===== src/rtl/axis_capture_sink.sv =====
// AXI-Stream capture sink: stores accepted beats in a word memory, tracks packet
// boundaries, lengths and strobe/truncation errors, and offers a 1-cycle readback port.
module axis_capture_sink #(
  parameter int MEM_SIZE   = 64,
  parameter int ADDR_WIDTH = 12,
  parameter int DATA_WIDTH = 32
) (
  input  logic                    s00_axis_aclk,
  input  logic                    s00_axis_areset,
  input  logic                    enable,
  input  logic                    clear,
  input  logic [DATA_WIDTH-1:0]   s00_axis_tdata,
  input  logic [DATA_WIDTH/8-1:0] s00_axis_tstrb,
  input  logic                    s00_axis_tvalid,
  input  logic                    s00_axis_tlast,
  output logic                    s00_axis_tready,
  input  logic                    rd_en,
  input  logic [ADDR_WIDTH-1:0]   rd_addr,
  output logic [DATA_WIDTH-1:0]   rd_data,
  output logic                    rd_valid,
  output logic [ADDR_WIDTH-1:0]   word_count,
  output logic [15:0]             pkt_count,
  output logic [ADDR_WIDTH-1:0]   last_pkt_len,
  output logic                    pkt_done,
  output logic                    full,
  output logic                    strb_err,
  output logic                    trunc
);

  localparam int                    IDX_W   = (MEM_SIZE > 1) ? $clog2(MEM_SIZE) : 1;
  localparam logic [ADDR_WIDTH-1:0] MEM_LIM = ADDR_WIDTH'(MEM_SIZE);

  typedef enum logic [1:0] {S_IDLE, S_CAPTURE, S_FULL} state_t;

  state_t                  r_state, w_state_nxt;
  logic [DATA_WIDTH-1:0]   r_mem [MEM_SIZE];
  logic [ADDR_WIDTH-1:0]   r_word_count;
  logic [ADDR_WIDTH-1:0]   r_cur_len;
  logic [ADDR_WIDTH-1:0]   r_last_pkt_len;
  logic [15:0]             r_pkt_count;
  logic                    r_in_pkt;
  logic                    r_pkt_done;
  logic                    r_strb_err;
  logic                    r_trunc;
  logic [DATA_WIDTH-1:0]   r_rd_data;
  logic                    r_rd_valid;

  logic                    w_tready;
  logic                    w_accept;
  logic [ADDR_WIDTH-1:0]   w_wc_inc;
  logic                    w_fill;
  logic                    w_open_nxt;
  logic                    w_strb_full;

  assign w_tready    = (r_state == S_CAPTURE) & ~clear;
  assign w_accept    = s00_axis_tvalid & w_tready;
  assign w_wc_inc    = r_word_count + ADDR_WIDTH'(1);
  assign w_fill      = w_accept & (w_wc_inc == MEM_LIM);
  // Packet state after this cycle; decides whether a disabled sink may go idle.
  assign w_open_nxt  = w_accept ? ~s00_axis_tlast : r_in_pkt;
  assign w_strb_full = &s00_axis_tstrb;

  always_comb begin
    w_state_nxt = r_state;
    case (r_state)
      S_IDLE:    if (enable) w_state_nxt = S_CAPTURE;
      S_CAPTURE: begin
        if (w_fill)                       w_state_nxt = S_FULL;
        else if (!enable && !w_open_nxt)  w_state_nxt = S_IDLE;
      end
      S_FULL:    w_state_nxt = S_FULL;
      default:   w_state_nxt = S_IDLE;
    endcase
    if (clear) w_state_nxt = S_IDLE;
  end

  always_ff @(posedge s00_axis_aclk) begin
    if (s00_axis_areset) begin
      r_state        <= S_IDLE;
      r_word_count   <= '0;
      r_cur_len      <= '0;
      r_last_pkt_len <= '0;
      r_pkt_count    <= '0;
      r_in_pkt       <= 1'b0;
      r_pkt_done     <= 1'b0;
      r_strb_err     <= 1'b0;
      r_trunc        <= 1'b0;
    end else begin
      r_state    <= w_state_nxt;
      r_pkt_done <= 1'b0;
      if (clear) begin
        r_word_count   <= '0;
        r_cur_len      <= '0;
        r_last_pkt_len <= '0;
        r_pkt_count    <= '0;
        r_in_pkt       <= 1'b0;
        r_strb_err     <= 1'b0;
        r_trunc        <= 1'b0;
      end else if (w_accept) begin
        r_word_count <= w_wc_inc;
        r_in_pkt     <= ~s00_axis_tlast;
        if (s00_axis_tlast) begin
          r_last_pkt_len <= r_cur_len + ADDR_WIDTH'(1);
          r_cur_len      <= '0;
          r_pkt_done     <= 1'b1;
          if (r_pkt_count != 16'hFFFF) r_pkt_count <= r_pkt_count + 16'd1;
        end else begin
          // Partial strobes are only legal on the closing beat.
          r_cur_len <= r_cur_len + ADDR_WIDTH'(1);
          if (!w_strb_full) r_strb_err <= 1'b1;
          if (w_fill)       r_trunc    <= 1'b1;
        end
      end
    end
  end

  // Capture memory is never reset so contents survive clear and reset.
  always_ff @(posedge s00_axis_aclk) begin
    if (w_accept && !s00_axis_areset)
      r_mem[r_word_count[IDX_W-1:0]] <= s00_axis_tdata;
  end

  // Read samples the pre-write contents, so a same-address collision returns old data.
  always_ff @(posedge s00_axis_aclk) begin
    if (s00_axis_areset) begin
      r_rd_data  <= '0;
      r_rd_valid <= 1'b0;
    end else begin
      r_rd_valid <= rd_en;
      if (rd_en)
        r_rd_data <= (rd_addr < MEM_LIM) ? r_mem[rd_addr[IDX_W-1:0]] : '0;
    end
  end

  assign s00_axis_tready = w_tready;
  assign rd_data         = r_rd_data;
  assign rd_valid        = r_rd_valid;
  assign word_count      = r_word_count;
  assign pkt_count       = r_pkt_count;
  assign last_pkt_len    = r_last_pkt_len;
  assign pkt_done        = r_pkt_done;
  assign full            = (r_state == S_FULL);
  assign strb_err        = r_strb_err;
  assign trunc           = r_trunc;

endmodule


===== config.mk =====
export PLATFORM = sky130hd
export DESIGN_NAME = axis_capture_sink
export DESIGN_NICKNAME = d
export VERILOG_FILES = /design/src/rtl/axis_capture_sink.sv
export SDC_FILE = /design/constraint.sdc
export NUM_CORES = 2
export LEC_CHECK = 0
export ABC_AREA = 1
export CORE_ASPECT_RATIO = 1.4
export CORE_MARGIN = 2
export CORE_UTILIZATION = 60
export CTS_CLUSTER_SIZE = 25
export DETAILED_ROUTE_END_ITERATION = 10
export PLACE_DENSITY = 0.76
export SYNTH_ARGS = -nofsm -noshare
export SYNTH_HDL_FRONTEND = slang
export SYNTH_SLANG_ARGS = --single-unit

===== constraint.sdc =====
create_clock -name s00_axis_aclk -period 5.95 [get_ports s00_axis_aclk]
set_input_delay 1.19 -clock s00_axis_aclk [delete_from_list [all_inputs] [get_ports s00_axis_aclk]]
set_output_delay 1.19 -clock s00_axis_aclk [all_outputs]
set_load 0.02 [all_outputs]

## After elaboration in Yosys (flattened, before gate mapping)

Memories as Yosys holds them, arrays and structs flattened.
Index checks and enable logic that the tools add are counted.

| cells by class | value |
|---|---|
| reductions and logical operators | 14 |
| $add $sub $neg | 3 |
| multiplexer cells | 10 |
| order comparisons | 1 |
| equality and inequality tests | 6 |
| bitwise operators | 7 |

Operators by type and width:

| kind | count |
|---|---|
| $mux W32 | 1 |
| $add A12 B1 Y12 const B | 2 |
| $add A16 B1 Y16 const B | 1 |
| $ne A16 B16 Y1 const B | 1 |
| $eq A12 B7 Y1 const B | 1 |
| $lt A12 B7 Y1 const B | 1 |
| $mux W12 | 1 |
| $reduce_and A3 Y1 | 3 |
| $mux W2 | 3 |
| $pmux W2 S3 | 1 |
| $mux W1 | 4 |
| $not A1 Y1 | 4 |
| $reduce_and A2 Y1 | 2 |
| $reduce_and A4 Y1 | 1 |
| $and A1 B1 Y1 | 3 |
| $logic_not A1 Y1 | 3 |
| $ne A3 B2 Y1 const B | 1 |
| $reduce_or A3 Y1 | 1 |
| $eq A2 B1 Y1 const B | 1 |
| $eq A2 B2 Y1 const B | 1 |
| $logic_and A1 B1 Y1 | 2 |
| $logic_not A2 Y1 | 1 |
| $ne A2 B2 Y1 const B | 1 |
| $reduce_or A2 Y1 | 1 |

| word-level totals | value |
|---|---|
| input port bits | 55 |
| bits in writable memories | 2048 |
| register bits | 91 |
| logic and storage cells | 53 |
| output and inout port bits | 78 |
| memories | 1 |

Memory list:

| name | depth | width | read ports | clocked after memory_dff | write ports | RTL line | source |
|---|---|---|---|---|---|---|---|
| r_mem | 64 | 32 | 1 | 0 | 1 | 36 | `logic [DATA_WIDTH-1:0] r_mem [MEM_SIZE];` |

## Longest topological paths before layout

| depth | value |
|---|---|
| depth in word-level cells | 9 |
| mapped depth | 14 |
| gate-level depth less buffers | 14 |

## Worst setup path after synthesis

Ideal clock, no wire load.

| timing | value |
|---|---|
| path kind | input to register |
| start point | in clear |
| end point | mem r_mem[10][0], enable pin |
| setup time | 421 ps |
| required time | 5529 ps |
| data arrival time | 3622 ps |
| setup slack | 1907 ps |
| buffers on the path | 0 |
| stages on the path | 7 |
| cells stage by stage | nor3_4 -> nand2_2 -> nor2_1 -> inv_1 -> nor2_1 -> nand3_1 -> nor2_1 |

| between the ends | value |
|---|---|
| longest elaborated chain between the ends | 6 |

Ends and longest elaborated chain:

| element | RTL line | source |
|---|---|---|
| from (decl) | 11 | `input logic clear,` |
| $not A1 Y1 | 55 | `assign w_tready = (r_state == S_CAPTURE) & ~clear;` |
| $and A1 B1 Y1 | 55 |  |
| $and A1 B1 Y1 | 56 | `assign w_accept = s00_axis_tvalid & w_tready;` |
| $logic_and A1 B1 Y1 | 119 | `if (w_accept && !s00_axis_areset)` |
| $mux W1 | 119 |  |
| $mux W1 (implied by the code) | 120 | `r_mem[r_word_count[IDX_W-1:0]] <= s00_axis_tdata;` |
| to (decl) | 36 |  |

No other way between the ends.

## Final worst setup path

| timing | value |
|---|---|
| start point | in clear |
| end point | mem r_mem[0][6], enable pin |

Same word-level chain as after synthesis.

==> results.toml <==
[outcome]
outcome = "complete, no violations"

[critical_path]
path_max_fanout = 23
crit_buf_inv = 4
required_ns = 6.46
cp_slowest_stage_delay_ns = 0.73
path_cells = "clkdlybuf4s50_1, nor3_4, nand2_2, nor2_1, inv_1, nor2_1, nand3_1, buf_4, nor2_4, buf_4"
critPathKind = "in2reg"
crit_arrival_ns = 4.22
critPathTopFamily = "simple AND/OR/NAND/NOR gates"
end_kind = "flip-flop"
crit_path_start_kind = "input pin"
slowest_stage = "nor2_4"

[yosys]
ys_types = 39
syn_area_per_cell_um2 = 11.87
syn_inst = 7238
synth_area_mm2 = 0.08593
synth-seq-cells = 2139
synth-edff-count = 2048
ys_async_sr_fraction_pct = 0
yosysWarnings = 0
syn_nets = 7297
ys.flop_type = "edfxtp_1"
yosysSeqAreaShare_pct = 73.69

[place]
portBuffers = 132
routabilityCongestion = 0.8767
dp_hpwl_um = 126700

[sta]
fin_skew_ns = 0.02642
min_period_ns = 3.706
finalCritPeriodShare_pct = 62.29
worstMarginPinSlew_ns = 1.213
tns_ns = 0
rsz0062_at_grt = "false"
fmax_ghz = 0.2698
maxSlewHeadroom_pct = 18.94
slew_violations = 0
setup_viol = 0
finalHoldViolations = 0

[clock_tree]
ctsHtreeMaxLevel = 4
cts_buffer_depth = 3
numCtsBuffers = 186
postCtsHoldBufs = 0
clock-sinks = 2139
cts.clk_slew.worst_paths_ns = 0.07
post_cts_buffers = 0
post_cts_resize_count = 0
cts-root-buf = "clkbuf_16"
cts_tree = "yes"
worstSkewPairLatency_ns = 0.83

[final_layout]
area_growth_syn_to_layout_pct = 10.43
drive_above_1_share_pct = 7.099
multi_input_area_mm2 = 0.02045
nets = 7308
area.sequential_mm2 = 0.06332
fillCellCount = 9934

[route]
routed_wl_um = 232700
vias_per_cell = 6.200
firstDrtPassIters = 7
drc = 0
routed-via-count = 57701
antenna_left = 0
wire_per_inst_um = 25.01
initialDrtViolationCount = 8343

[die]
die_h_um = 451.8
fp-row-count = 164
coreArea_mm2 = 0.1424
die-width_um = 323.8
io_pins = 133
design.die.area_mm2 = 0.1463
start_util_pct = 60.34

[global_route]
grt_overflow = 0
antenna_found_initial = 8
grt_pass1_vias = 55686
track_usage_pct = 31.71
grt_pass1_wl_um = 341600
grt_start_max_net_pins = 217

[power]
peakVddDrop_mv = 0.3286
p_per_area_mw_per_mm2 = 314.6
leakage_nw = 33.05
finalPower_mw = 29.86

[flow_run]
cap_violations = 0

[hold_path]
hp-class = "reg2reg"
==> cell usage in the layout, fill, tap and decap left out, types with 3 or more instances in the layout <==
cell                n
a21oi_1            70
buf_12             29
buf_2              29
buf_4             134
buf_8               3
bufinv_16           8
clkbuf_1           63
clkbuf_16         190
clkbuf_8           10
clkdlybuf4s50_1    93
clkinv_1           28
clkinv_2           28
clkinv_8            3
dfxtp_1            91
diode_2             3
edfxtp_1         2048
ha_1                4
inv_1              54
inv_2               5
inv_6               5
nand2_1          2338
nand3_1          1951
nand4_1             5
nor2_1             51
nor2_2              3
nor2_4             66
nor3_1              9
o211ai_1            3
o21ai_0            31
o21bai_1            3
xnor2_1             3
xor2_1             12
==> worst min-delay path, cell delays in order, from the launching register on <==
cell and delay [ns]:
dfxtp_1 0.31, inv_1 0.05, a21oi_1 0.05
==> layer usage <==
layer  track usage, %  vias to the layer above  wire (µm)
li1                 -                    25622          -
met5                0                        -         33
met2            50.80                     3604     111300
met1            40.74                    27833      81470
met4            17.50                        6      13960
met3            6.479                      636      25950
==> state kept, by name, summed over array words and instances, names as in the netlist <==
name	cells
trunc	1
pkt_done	1
word_count	12
r_mem	2048
rd_valid	1
pkt_count	16
r_in_pkt	1
r_cur_len	12
last_pkt_len	12
rd_data	32
r_state	2
strb_err	1
==> logic make-up (layout without fill, tap and decap cells) <==
kind of cell               after synthesis  count (layout)  synth area share, %
AOI/OAI and AO/OA                      115             115               0.7135
buffers and inverters                  533             690                3.085
xor gates and xnor gates                15              15               0.1529
and+or+nand+nor                       4432            4432                22.30
other                                    0               3                    0
adders and majority gates                4               4              0.05824
DFF                                   2139            2139                73.69
==> metrics by stage <==
stage	cells	hold slack (ns)	worst slack [ns]	util, %	cell area (µm²)
2_1_floorplan	7238	0.4503	1.907	-	85930
3_3_place_gp	8970	0.4510	1.348	62.61	89170
3_5_place_dp	8970	0.4419	1.414	62.61	89170
4_1_cts	9304	0.4535	2.251	66.63	94890
5_1_grt	9304	0.4818	2.070	66.63	94890
6_report	9307	0.4573	2.244	66.64	94900
==> where the power goes <==
group / total, mW / switching (mW) / internal [mW]
combinational: 1.77 / 1.36 / 0.406
sequential: 16.5 / 0.00372 / 16.5
clock: 11.6 / 5.27 / 6.34
==> Yosys cell counts, drive strengths merged, types with 4 or more instances <==
cell type | n | area, µm²
xor2 | 12 | 105.1
nand2 | 2339 | 8782
nor3 | 11 | 77.57
buf | 373 | 2047
clkinv | 4 | 15.01
dfxtp | 91 | 1822
nand4 | 5 | 31.28
edfxtp | 2048 | 61500
nand3 | 1951 | 9764
ha | 4 | 50.05
inv | 63 | 239.0
o21ai | 31 | 155.2
a21oi | 70 | 350.3
nor2 | 120 | 470.5
clkbuf | 93 | 350.3
==> cell type report <==
class / count / share of cell area (%)
flip-flops and latches: 2139 / 66.73
diodes: 3 / 0.007911
inverters: 67 / 0.3032
clock buffers: 263 / 5.404
well taps: 1909 / 2.517
multi-input cells: 4566 / 21.55
clock inverters: 71 / 0.6276
repair buffers: 289 / 2.865
==> final timing paths <==
check | from | to | slack (ns) | cells after the start
setup / recovery | clear | r_mem[0][6]$_DFFE_PP_ | 2.24 | 10
hold reg to reg | trunc$_SDFFE_PP0P_ | trunc$_SDFFE_PP0P_ | 0.46 | 2
setup reg to reg | word_count[3]$_SDFFE_PP0P_ | r_mem[50][7]$_DFFE_PP_ | 2.72 | 3
hold / removal | trunc$_SDFFE_PP0P_ | trunc$_SDFFE_PP0P_ | 0.46 | 2
(Power assumes the default switching activity.)
